### config.mk
export PLATFORM = sky130hd
export DESIGN_NAME = iq_alloc_ctrl
export DESIGN_NICKNAME = d
export VERILOG_FILES = /design/src/rtl/iq_alloc_ctrl.sv
export SDC_FILE = /design/constraint.sdc
export NUM_CORES = 1
export LEC_CHECK = 0
export CAP_MARGIN = 20
export CORE_MARGIN = 5
export CORE_UTILIZATION = 37
export CTS_BUF_LIST = sky130_fd_sc_hd__clkbuf_8
export CTS_CLUSTER_DIAMETER = 200
export DETAILED_ROUTE_END_ITERATION = 16
export GPL_TIMING_DRIVEN = 0
export PLACE_DENSITY_LB_ADDON = 0.2
export SETUP_SLACK_MARGIN = 0.02
export SYNTH_ARGS = -nofsm -noshare
export SYNTH_HDL_FRONTEND = slang
export SYNTH_SLANG_ARGS = --single-unit
### constraint.sdc
create_clock -name clk -period 6.39 [get_ports clk]
set_clock_uncertainty 0.05 [all_clocks]
set_input_delay 1.278 -clock clk [delete_from_list [all_inputs] [get_ports clk]]
set_output_delay 1.278 -clock clk [all_outputs]
set_load 0.1 [all_outputs]
### src/rtl/iq_alloc_ctrl.sv
// Allocation controller for the collapsing issue queue: grants dispatch lanes, assigns slots, tracks occupancy.
// Build macro IQ_ALLOC_STATS_EN adds the stall_cnt / peak_cnt statistics outputs.
module iq_alloc_ctrl #(
  parameter int DEPTH   = 16,
  parameter int ALLOC_W = 2,
  parameter int REL_W   = 4,
  parameter int RET_W   = 4,
  localparam int AW     = $clog2(DEPTH)
) (
  input  logic                  clk,
  input  logic                  rst_n,
  input  logic                  flush,
  input  logic [REL_W-1:0]      rel,
  input  logic [RET_W-1:0]      ret,
  input  logic [ALLOC_W-1:0]    alloc_vld,
  output logic [ALLOC_W-1:0]    alloc_gnt,
  output logic [ALLOC_W*AW-1:0] alloc_addr,
  output logic [AW:0]           count,
  output logic                  full,
  output logic                  empty,
  output logic                  err
`ifdef IQ_ALLOC_STATS_EN
  ,
  output logic [31:0]           stall_cnt,
  output logic [AW:0]           peak_cnt
`endif
);

  localparam logic signed [AW+1:0] DEPTH_S = (AW+2)'(DEPTH);

  function automatic logic [AW:0] popcnt(input logic [31:0] v);
    logic [AW:0] n;
    n = {(AW+1){1'b0}};
    for (int k = 0; k < 32; k++) begin
      n = n + {{AW{1'b0}}, v[k]};
    end
    return n;
  endfunction

  logic [AW:0]          count_r;
  logic                 full_r;
  logic                 empty_r;
  logic                 err_r;
  logic signed [AW+1:0] cnt_s;
  logic signed [AW+1:0] rel_sum_s;
  logic signed [AW+1:0] ret_sum_s;
  logic signed [AW+1:0] free_s;
  logic signed [AW+1:0] base_s;
  logic signed [AW+1:0] next_s;
  logic signed [AW+1:0] idx_s;
  logic                 ovf_s;
  logic                 unf_s;
  logic                 chain_s;
  logic                 err_nxt_s;
  logic [ALLOC_W-1:0]   gnt_s;
  logic [ALLOC_W*AW-1:0] addr_s;

  // Free space, collapse base, in-order lane grants and next occupancy.
  always_comb begin
    cnt_s     = signed'({1'b0, count_r});
    rel_sum_s = signed'({1'b0, popcnt(32'(rel))});
    ret_sum_s = signed'({1'b0, popcnt(32'(ret))});
    free_s    = DEPTH_S - cnt_s - ret_sum_s;
    base_s    = cnt_s - rel_sum_s + ret_sum_s;
    ovf_s     = ret_sum_s > (DEPTH_S - cnt_s);
    unf_s     = rel_sum_s > (cnt_s + ret_sum_s);
    gnt_s     = {ALLOC_W{1'b0}};
    addr_s    = {(ALLOC_W*AW){1'b1}};
    chain_s   = 1'b1;
    idx_s     = {(AW+2){1'b0}};
    for (int i = 0; i < ALLOC_W; i++) begin
      idx_s = (AW+2)'(i);
      // A refused lane breaks the chain so dispatch stays strictly in order.
      if (chain_s && alloc_vld[i] && (idx_s < free_s) && !flush && !ovf_s) begin
        gnt_s[i]              = 1'b1;
        addr_s[i*AW +: AW]    = base_s[AW-1:0] + AW'(i);
      end else begin
        chain_s = 1'b0;
      end
    end
    if (flush) begin
      next_s = {(AW+2){1'b0}};
    end else if (ovf_s) begin
      next_s = DEPTH_S;
    end else if (unf_s) begin
      next_s = {(AW+2){1'b0}};
    end else begin
      next_s = base_s + signed'({1'b0, popcnt(32'(gnt_s))});
    end
    err_nxt_s = err_r | (!flush & (ovf_s | unf_s));
  end

  // Occupancy, status flags and sticky error register.
  always_ff @(posedge clk or negedge rst_n) begin
    if (!rst_n) begin
      count_r <= {(AW+1){1'b0}};
      full_r  <= 1'b0;
      empty_r <= 1'b1;
      err_r   <= 1'b0;
    end else begin
      count_r <= next_s[AW:0];
      full_r  <= (next_s == DEPTH_S);
      empty_r <= (next_s == {(AW+2){1'b0}});
      err_r   <= err_nxt_s;
    end
  end

  assign alloc_gnt  = gnt_s;
  assign alloc_addr = addr_s;
  assign count      = count_r;
  assign full       = full_r;
  assign empty      = empty_r;
  assign err        = err_r;

`ifdef IQ_ALLOC_STATS_EN
  logic [31:0] stall_r;
  logic [AW:0] peak_r;
  logic        stall_s;

  assign stall_s = |(alloc_vld & ~gnt_s);

  // Saturating stall counter and high-water mark; flush leaves both alone.
  always_ff @(posedge clk or negedge rst_n) begin
    if (!rst_n) begin
      stall_r <= 32'd0;
      peak_r  <= {(AW+1){1'b0}};
    end else begin
      if (stall_s && (stall_r != 32'hFFFF_FFFF)) begin
        stall_r <= stall_r + 32'd1;
      end else begin
        stall_r <= stall_r;
      end
      if (next_s[AW:0] > peak_r) begin
        peak_r <= next_s[AW:0];
      end else begin
        peak_r <= peak_r;
      end
    end
  end

  assign stall_cnt = stall_r;
  assign peak_cnt  = peak_r;
`endif

endmodule

==> results by stage, run 1 <==
STA:
- The worst pin sits at a relative slew slack of between 30% and 40%.
- The final-report hold violation count was 0.
- The total setup violations reported at the end of the flow is 0.
- The clock period could shrink to between 6 and 7 ns.
- The setup total negative slack is 0 ns.
- The final-report max-slew violation count came to 0.
- The timing-limited maximum frequency is 0.162 GHz.
- Setup repair after global routing left no endpoint under its margin.
- The share of the clock period used by the worst path is between 90% and 100%.
- For the pin with the worst max-slew slack, the measured transition is between 0.9 and 1 ns.
- The worst path meets setup with roughly 0.20 ns of slack.

Clock network:
- TritonCTS built the clock tree.
- The post-CTS clock slew at the launch and capture registers of the worst setup and hold paths is about 0.040 ns.
- The tree built by TritonCTS fans out to 8 sinks.
- The buffer levels on the longest clock path is 2.
- For this design, the CTS-stage hold fixing added 0 buffers.
- CTS placed an instance of clkbuf_8 at the clock tree root.
- The H-tree depth is 1.
- The clock reaches the later pin of the worst-skew pair after between 0.2 and 0.25 ns.
- Buffers inserted during clock tree synthesis total 3.

Setup path:
- The critical path's most frequent cell is ha_1.
- On the critical path the largest part of the delay comes from adder cells.
- Walking the worst path, the cells encountered are clkdlybuf4s50_1, fa_1, ha_1, ha_1, inv_1, fa_1, ha_1, a211o_1, and3_1, nor2_2, xor2_1, nand2_2, buf_4.
- The delay of the slowest cell on the worst path is 0.49 ns.
- The worst setup path is of the input port to output pin kind.
- Together, buffers and inverters on the worst path number 3.
- The element type at the critical path start is an input port.
- The nature of the critical path endpoint is an output pin.
- STA puts the critical path data arrival time at 4.86 ns.
- In this run the worst path has a maximum fanout of 5.
- STA puts the critical path data required time at around 5.1 ns.
- The minimum setup slack among reg-to-reg paths is between 1 and 1.5 ns.
- Among all stages on the critical path, the largest delay is contributed by fa_1.

Worst hold path:
- In this run the worst hold path is classified as register to register.

Detailed routing:
- The detail-routed via count per cell is 5.16.
- For this run, design rule violations remaining after detail routing come to 0.
- After detailed routing, the total wire length is 3530 um.
- The total number of vias is 1275.
- The average wire per standard cell is approximately 14 um.
- The count of nets left with antenna violations after detail routing is 0.
- The first-pass iteration count of the detailed router is 4.
- The detailed router finished its first iteration with 20 violations.

Flow run:
- The tool flagged a number of max-cap violations equal to 0.

Finish:
- The number of nets in the finished design is approximately 250.
- The utilization of the core after routing is ~53%.
- Of the cells placed in the final design, the portion with a size suffix greater than 1 is 27.1%.
- After the flow finishes, the layout carries non-filler instances totaling approximately 250.
- Compared with the post-synthesis result, the final layout area differs by 37.4%.
- The count of inserted antenna diode cells is 0.
- Summing all flip-flop and latch instances after layout gives between 200 and 250 um2.
- Counting the fill cells in the layout gives between 300 and 400.
- The area used by multi-input combinational logic is ~0.0013 mm2.

GRT:
- The total overflow left after global routing is 0.
- Entering global routing, the biggest net connects 9 pins.
- The first global-routing pass estimated 6020 um of wire.
- The total global-route track usage is approximately 14%.
- The via count of the first global-routing pass is approximately 1300.
- The number of antenna violations at the first check in global routing is 0.

Synthesis:
- The count of flip-flops with a built-in enable after synthesis is 0.
- The number of warning messages in the yosys log is 0.
- Synthesis produced 156 cells.
- The sequential cell area fraction in the yosys report is 13.9%.
- The share of synthesized registers carrying an async set or reset is 100%.
- The number of nets in the synthesized netlist is roughly 200.
- Yosys mapped the design onto 50 distinct sky130hd cell types.
- The flip-flop cell with the highest count after synthesis is dfrtp_1.
- The number of flip-flops and latches in the synthesized netlist is 8.
- The mean post-synth cell area is 9.31 um2.
- The mapped netlist covers between 0.001 and 0.0015 mm2.

Die:
- The I/O pin total is 31.
- From left edge to right edge, the die measures slightly above 70 um.
- Once the floorplan was initialized, standard cells occupied around 39% of the core.
- The total area inside the core boundary comes to approximately 0.0037 mm2.
- After floorplanning, the core was divided into 22 placement rows.
- The die covers ~0.0053 mm2.
- Measured along the y axis, the die boundary spans around 73 um.

Outcome:
- The run finished with clean final reports.

Place:
- The setup slack at placement is -0.956 ns.
- The placer congestion estimate is 0.849.
- In this run, placement finished with an instance count of approximately 230.
- The half-perimeter wire length after placement is approximately 2900 um.
- Input and output buffers added on the ports amount to 30.
cell usage after synthesis (2+ instances only):
cell type | instances | share of area [%]
and2_1 | 2 | 0.86
or2_2 | 2 | 0.86
a21oi_1 | 8 | 2.8
o21a_1 | 2 | 1.0
inv_1 | 22 | 5.7
nor3b_2 | 2 | 1.7
o21ai_0 | 2 | 0.69
nor3_1 | 2 | 0.69
nand2_1 | 9 | 2.3
a21o_1 | 2 | 1.0
nand3_1 | 2 | 0.69
a31oi_1 | 2 | 0.86
nor2b_1 | 2 | 0.86
o211ai_1 | 2 | 1.0
nor2_1 | 7 | 1.8
and3_1 | 3 | 1.3
nand2b_1 | 3 | 1.3
xnor2_1 | 9 | 5.4
fa_1 | 8 | 11
xor2_1 | 3 | 1.8
ha_1 | 27 | 23
dfrtp_1 | 7 | 12
state kept, by name (all words and copies together), names as in the netlist:
name,cells
empty,1
err,1
count,5
full,1
worst paths after layout:
| path | from | end | cells past startpoint |
|---|---|---|---|
| worst max-delay path | rel[0] | alloc_addr[7] | 13 |
| worst min-delay path | err$_DFF_PN0_ | err$_DFF_PN0_ | 1 |
| worst max register to register | count[0]$_DFF_PN0_ | full$_DFF_PN0_ | 17 |
| worst min register to register | err$_DFF_PN0_ | err$_DFF_PN0_ | 1 |
| max in group asynchronous | rst_n | empty$_DFF_PN1_ | 1 |
| min in group asynchronous | rst_n | full$_DFF_PN0_ | 1 |
logic make-up after synthesis:
logic type,Yosys count,synth area share [%]
adders and majority gates,35,34.3
xor gates and xnor gates,13,8.79
and+or+nand+nor,47,21.3
AOI/OAI and AO/OA,30,15.3
buffers and inverters,23,6.46
DFF,8,13.9
placed cells by master (no fill, tap or decap), drive strengths merged, types with 2 or more instances in the layout:
master	synthesis	final
dlygate4sd2	0	2
nor3	3	3
xor2	3	3
nand3	2	2
o211ai	2	2
and2	2	2
clkbuf	0	4
and3	3	3
nand4b	2	2
or2	2	2
nand2b	3	3
or4b	2	2
nand2	9	9
fa	8	8
a21oi	9	9
clkdlybuf4s50	0	17
ha	27	27
buf	1	18
nor2	7	7
inv	22	23
a21o	2	2
o21a	2	2
nor3b	3	3
xnor2	9	9
nor2b	2	2
a211oi	2	2
dfrtp	7	7
o21ai	3	3
a31oi	3	3
clkdlybuf4s15	0	2
worst register-to-register path, cell delays in order (launching register included):
cell and delay (ns):
dfrtp_1 0.51, inv_1 0.17, ha_1 0.40, ha_4 0.26
and2b_1 0.15, o21a_1 0.20, or4b_4 0.56, a211oi_4 0.36
a21oi_4 0.12, ha_1 0.31, ha_2 0.20, fa_1 0.48
nor2_1 0.12, nand2_1 0.07, or4b_1 0.52, o311ai_1 0.09
a31oi_1 0.15, nor2b_1 0.12
area by class of cell:
type                    count  share of cell area, %
inverters                  22                   4.64
flip-flops and latches      8                   10.1
plain buffers               1                  0.564
well taps                  48                   3.01
clock inverters             1                  0.188
clock buffers               3                   2.07
multi-input cells         125                   63.1
repair buffers             39                   16.3
metal layers:
metal,GRT usage [%],up-vias,share of wire [%]
met5,0,-,0
li1,-,633,-
met2,26.4,24,52
met4,3.69,0,0.43
met1,17.0,616,42
met3,1.93,2,5.1
repair_timing:
item                       CTS  global route
setup buffers                9             0
setup endpoints to repair   12             4
pin swaps                   11             3
resized for setup           52             5
metrics by stage:
stage / hold WS (ns) / instance area, um2
2_1_floorplan: 0.932 / 1540
3_3_place_gp: 0.404 / 1900
3_5_place_dp: 0.425 / 1900
4_1_cts: 0.438 / 1990
5_1_grt: 0.459 / 2000
6_report: 0.427 / 2000
Power of run 1 is not shown: default switching activity piles up to over one toggle a cycle in this logic, so the estimate is an artifact.
==> run 2, diff against run 1 <==
Settings changed: REMOVE_ABC_BUFFERS from default to 1.
==> run 2 against run 1 <==
Global-route usage is 0.24 points higher. Register-to-register slack improved by 0.18 ns. Die area did not move. First-iteration DRC count grew 20%. Flip-flop and latch count unchanged. Cell count is 0.81% higher. Utilization is 1.6 points higher. Worst setup slack got worse by 0.090 ns. Non-clock buffer count grew 2. Critical path depth is 4 higher. Sequential share of layout area is 0.29 points lower.
==> results by stage, run 2 (synthesis results as in run 1) <==
Outcome:
- The run finished with clean final reports.

GRT:
- The number of antenna violations at the first check in global routing was 0 (unchanged).
- The total global-route track usage is 14.4% (+0.24 points).
- The via count of the first global-routing pass is 1369 (+2.4%).
- The remaining global-route overflow is 0 (unchanged).
- The maximum number of pins on one net before global-route repair is 12 (+3).
- The first-pass GRT wire length is 6140 um (+2.0%).

STA:
- The setup total negative slack is 0 ns (unchanged).
- The total setup violations reported at the end of the flow is 0 (unchanged).
- The setup slack of the critical path after layout came to 0.112 ns (-0.0904 ns).
- The final-report hold violation count was 0 (unchanged).
- The timing-limited maximum frequency is 0.159 GHz (-1.4%).
- The slew at the pin closest to its max-slew limit is 0.972 ns (-0.00615 ns).
- The share of the clock period used by the worst path is 98.2% (+1.4 points).
- Setup repair after global routing left no endpoint under its margin.
- The final-report max-slew violation count is 0 (unchanged).
- The relative max-transition margin is 35.0% (+0.41 points).
- The time the worst path needs with I/O delays and setup is 6.28 ns (+0.0904 ns).

Clock network:
- The H-tree depth is 1 (unchanged).
- The post-CTS clock slew at the launch and capture registers of the worst setup and hold paths was 0.04 ns (about the same).
- TritonCTS built the clock tree.
- The clock network latency to the later pin of the worst-skew pair is 0.23 ns (about the same).
- The count of hold-fix buffers inserted at cts came to 0 (unchanged).
- The root buffer cell is clkbuf_8.
- The clock sink count is 8 (unchanged).
- The number of buffers added by the clock tree synthesis step came to 3 (unchanged).
- The buffer levels on the longest clock path is 2 (unchanged).

Flow run:
- The max capacitance violation total came to 0 (unchanged).

Finish:
- The synthesis-to-layout area growth is 41.5%.
- The number of flip-flops under the largest register name is 5 (unchanged).
- The utilization of the core after routing is 54.9% (+1.6 points).
- The count of inserted antenna diode cells was 0 (unchanged).
- In the layout the commonest cells are ha_1 (22), inv_1 (19), clkdlybuf4s50_1 (19).
- Leaving out fill and tap cells, the most frequent cell in the layout is ha_1.
- The number of nets in the finished design is 250 (+0.81%).
- The proportion of layout cells with a drive suffix above 1 is 25.9% (-1.3 points).

Die:
- The initial standard-cell utilization of the core is 38.8% (unchanged).
- The width of the die is 72.7 um (unchanged).
- The I/O pin total is 31 (unchanged).
- The vertical extent of the die is 72.7 um (unchanged).
- The number of placement rows is 22 (unchanged).
- The floorplan die area is 0.00528 mm2 (unchanged).
- The area of the core region was 0.00374 mm2 (unchanged).

Place:
- The setup slack at placement is -0.945 ns (+0.0116 ns).
- The number of port buffers is 30 (unchanged).
- The half-perimeter wire length after placement is 2870 um (-2.0%).
- The placer congestion estimate came to 0.890 (+4.8%).

Detailed routing:
- The initial DRC count is 24 (+20%).
- The final routed DRC violation total is 0 (unchanged).
- The final routed wirelength across all metal layers is 3680 um (+4.3%).
- The first-pass iteration count of the detailed router is 4 (unchanged).
- The count of nets left with antenna violations after detail routing is 0 (unchanged).
- The detail-routed via count per cell came to 5.14 (-0.34%).
- The total number of vias is 1281 (+0.47%).
- The average wire per standard cell is 14.8 um (+3.4%).

Setup path:
- STA classifies the critical path startpoint as an input port.
- The arrival time at the worst endpoint is 4.95 ns (+0.09 ns).
- The critical path is of the input port to output pin type.
- The required time of the worst setup path is 5.06 ns (about the same).
- The largest fanout on the critical path is 3 (-2).
- The nature of the critical path endpoint is an output pin.

Worst hold path:
- The path category of the worst min-delay check is register to register.
## run 2: changes by cell type in the layout (fill, tap and decap cells not counted), moves of 3 or more
cell / delta
inv_2: +3
buf_2: -5
nand2_2: -4
buf_4: +7
nand2_1: +4
## run 2: critical path: stages
cell,delay (ns)
clkdlybuf4s50_1,0.47
inv_2,0.04
fa_1,0.52
inv_2,0.05
ha_4,0.15
ha_4,0.28
inv_2,0.06
ha_4,0.20
and2b_1,0.15
o21a_1,0.19
or4b_4,0.53
a211oi_4,0.33
a21oi_4,0.13
buf_4,0.16
buf_4,0.12
nand2b_1,0.07
buf_6,0.22
## run 2: through the flow
stage               area [um2]  instances  hold slack, ns
finish                    2060        249           0.421
detailed placement        1800        233           0.413
CTS                       1980        245           0.428
global placement          1800        233           0.403
global route              2060        249           0.455
floorplan                 1440        155           0.932
## run 2: worst paths after layout
kind	cells after the start	slack, ns	from	endpoint
max	17	0.11	ret[1]	alloc_addr[1]
min	1	0.42	err$_DFF_PN0_	err$_DFF_PN0_
max reg2reg	17	1.67	count[0]$_DFF_PN0_	full$_DFF_PN0_
min reg2reg	1	0.42	err$_DFF_PN0_	err$_DFF_PN0_
max in group asynchronous	1	4.72	rst_n	empty$_DFF_PN1_
min in group asynchronous	1	1.27	rst_n	full$_DFF_PN0_
## run 2: layout make-up
type	instances	area (um2)
Timing Repair Buffer	42	383
Multi-Input combinational cell	125	1280
Clock buffer	3	41.3
Sequential cell	8	201
Tap cell	48	60.1
Clock inverter	1	3.75
Fill cell	366	1690
Inverter	22	82.6
## run 2: timing repair
item                                    CTS  global route
pin swaps                                12            16
endpoints found under the setup margin   12             7
gates resized for setup                  76            10
buffers inserted                          8             4
cloned                                    0             0
## run 2: layer usage
layer / vias to the layer above / track usage [%] / part of all wire (%)
met5: - / 0 / 0
met4: 0 / 4.71 / 0.87
met3: 4 / 1.38 / 3.2
met2: 26 / 26.8 / 54
met1: 614 / 17.3 / 42
li1: 637 / - / -
Power of run 2 is left out for the same reason.
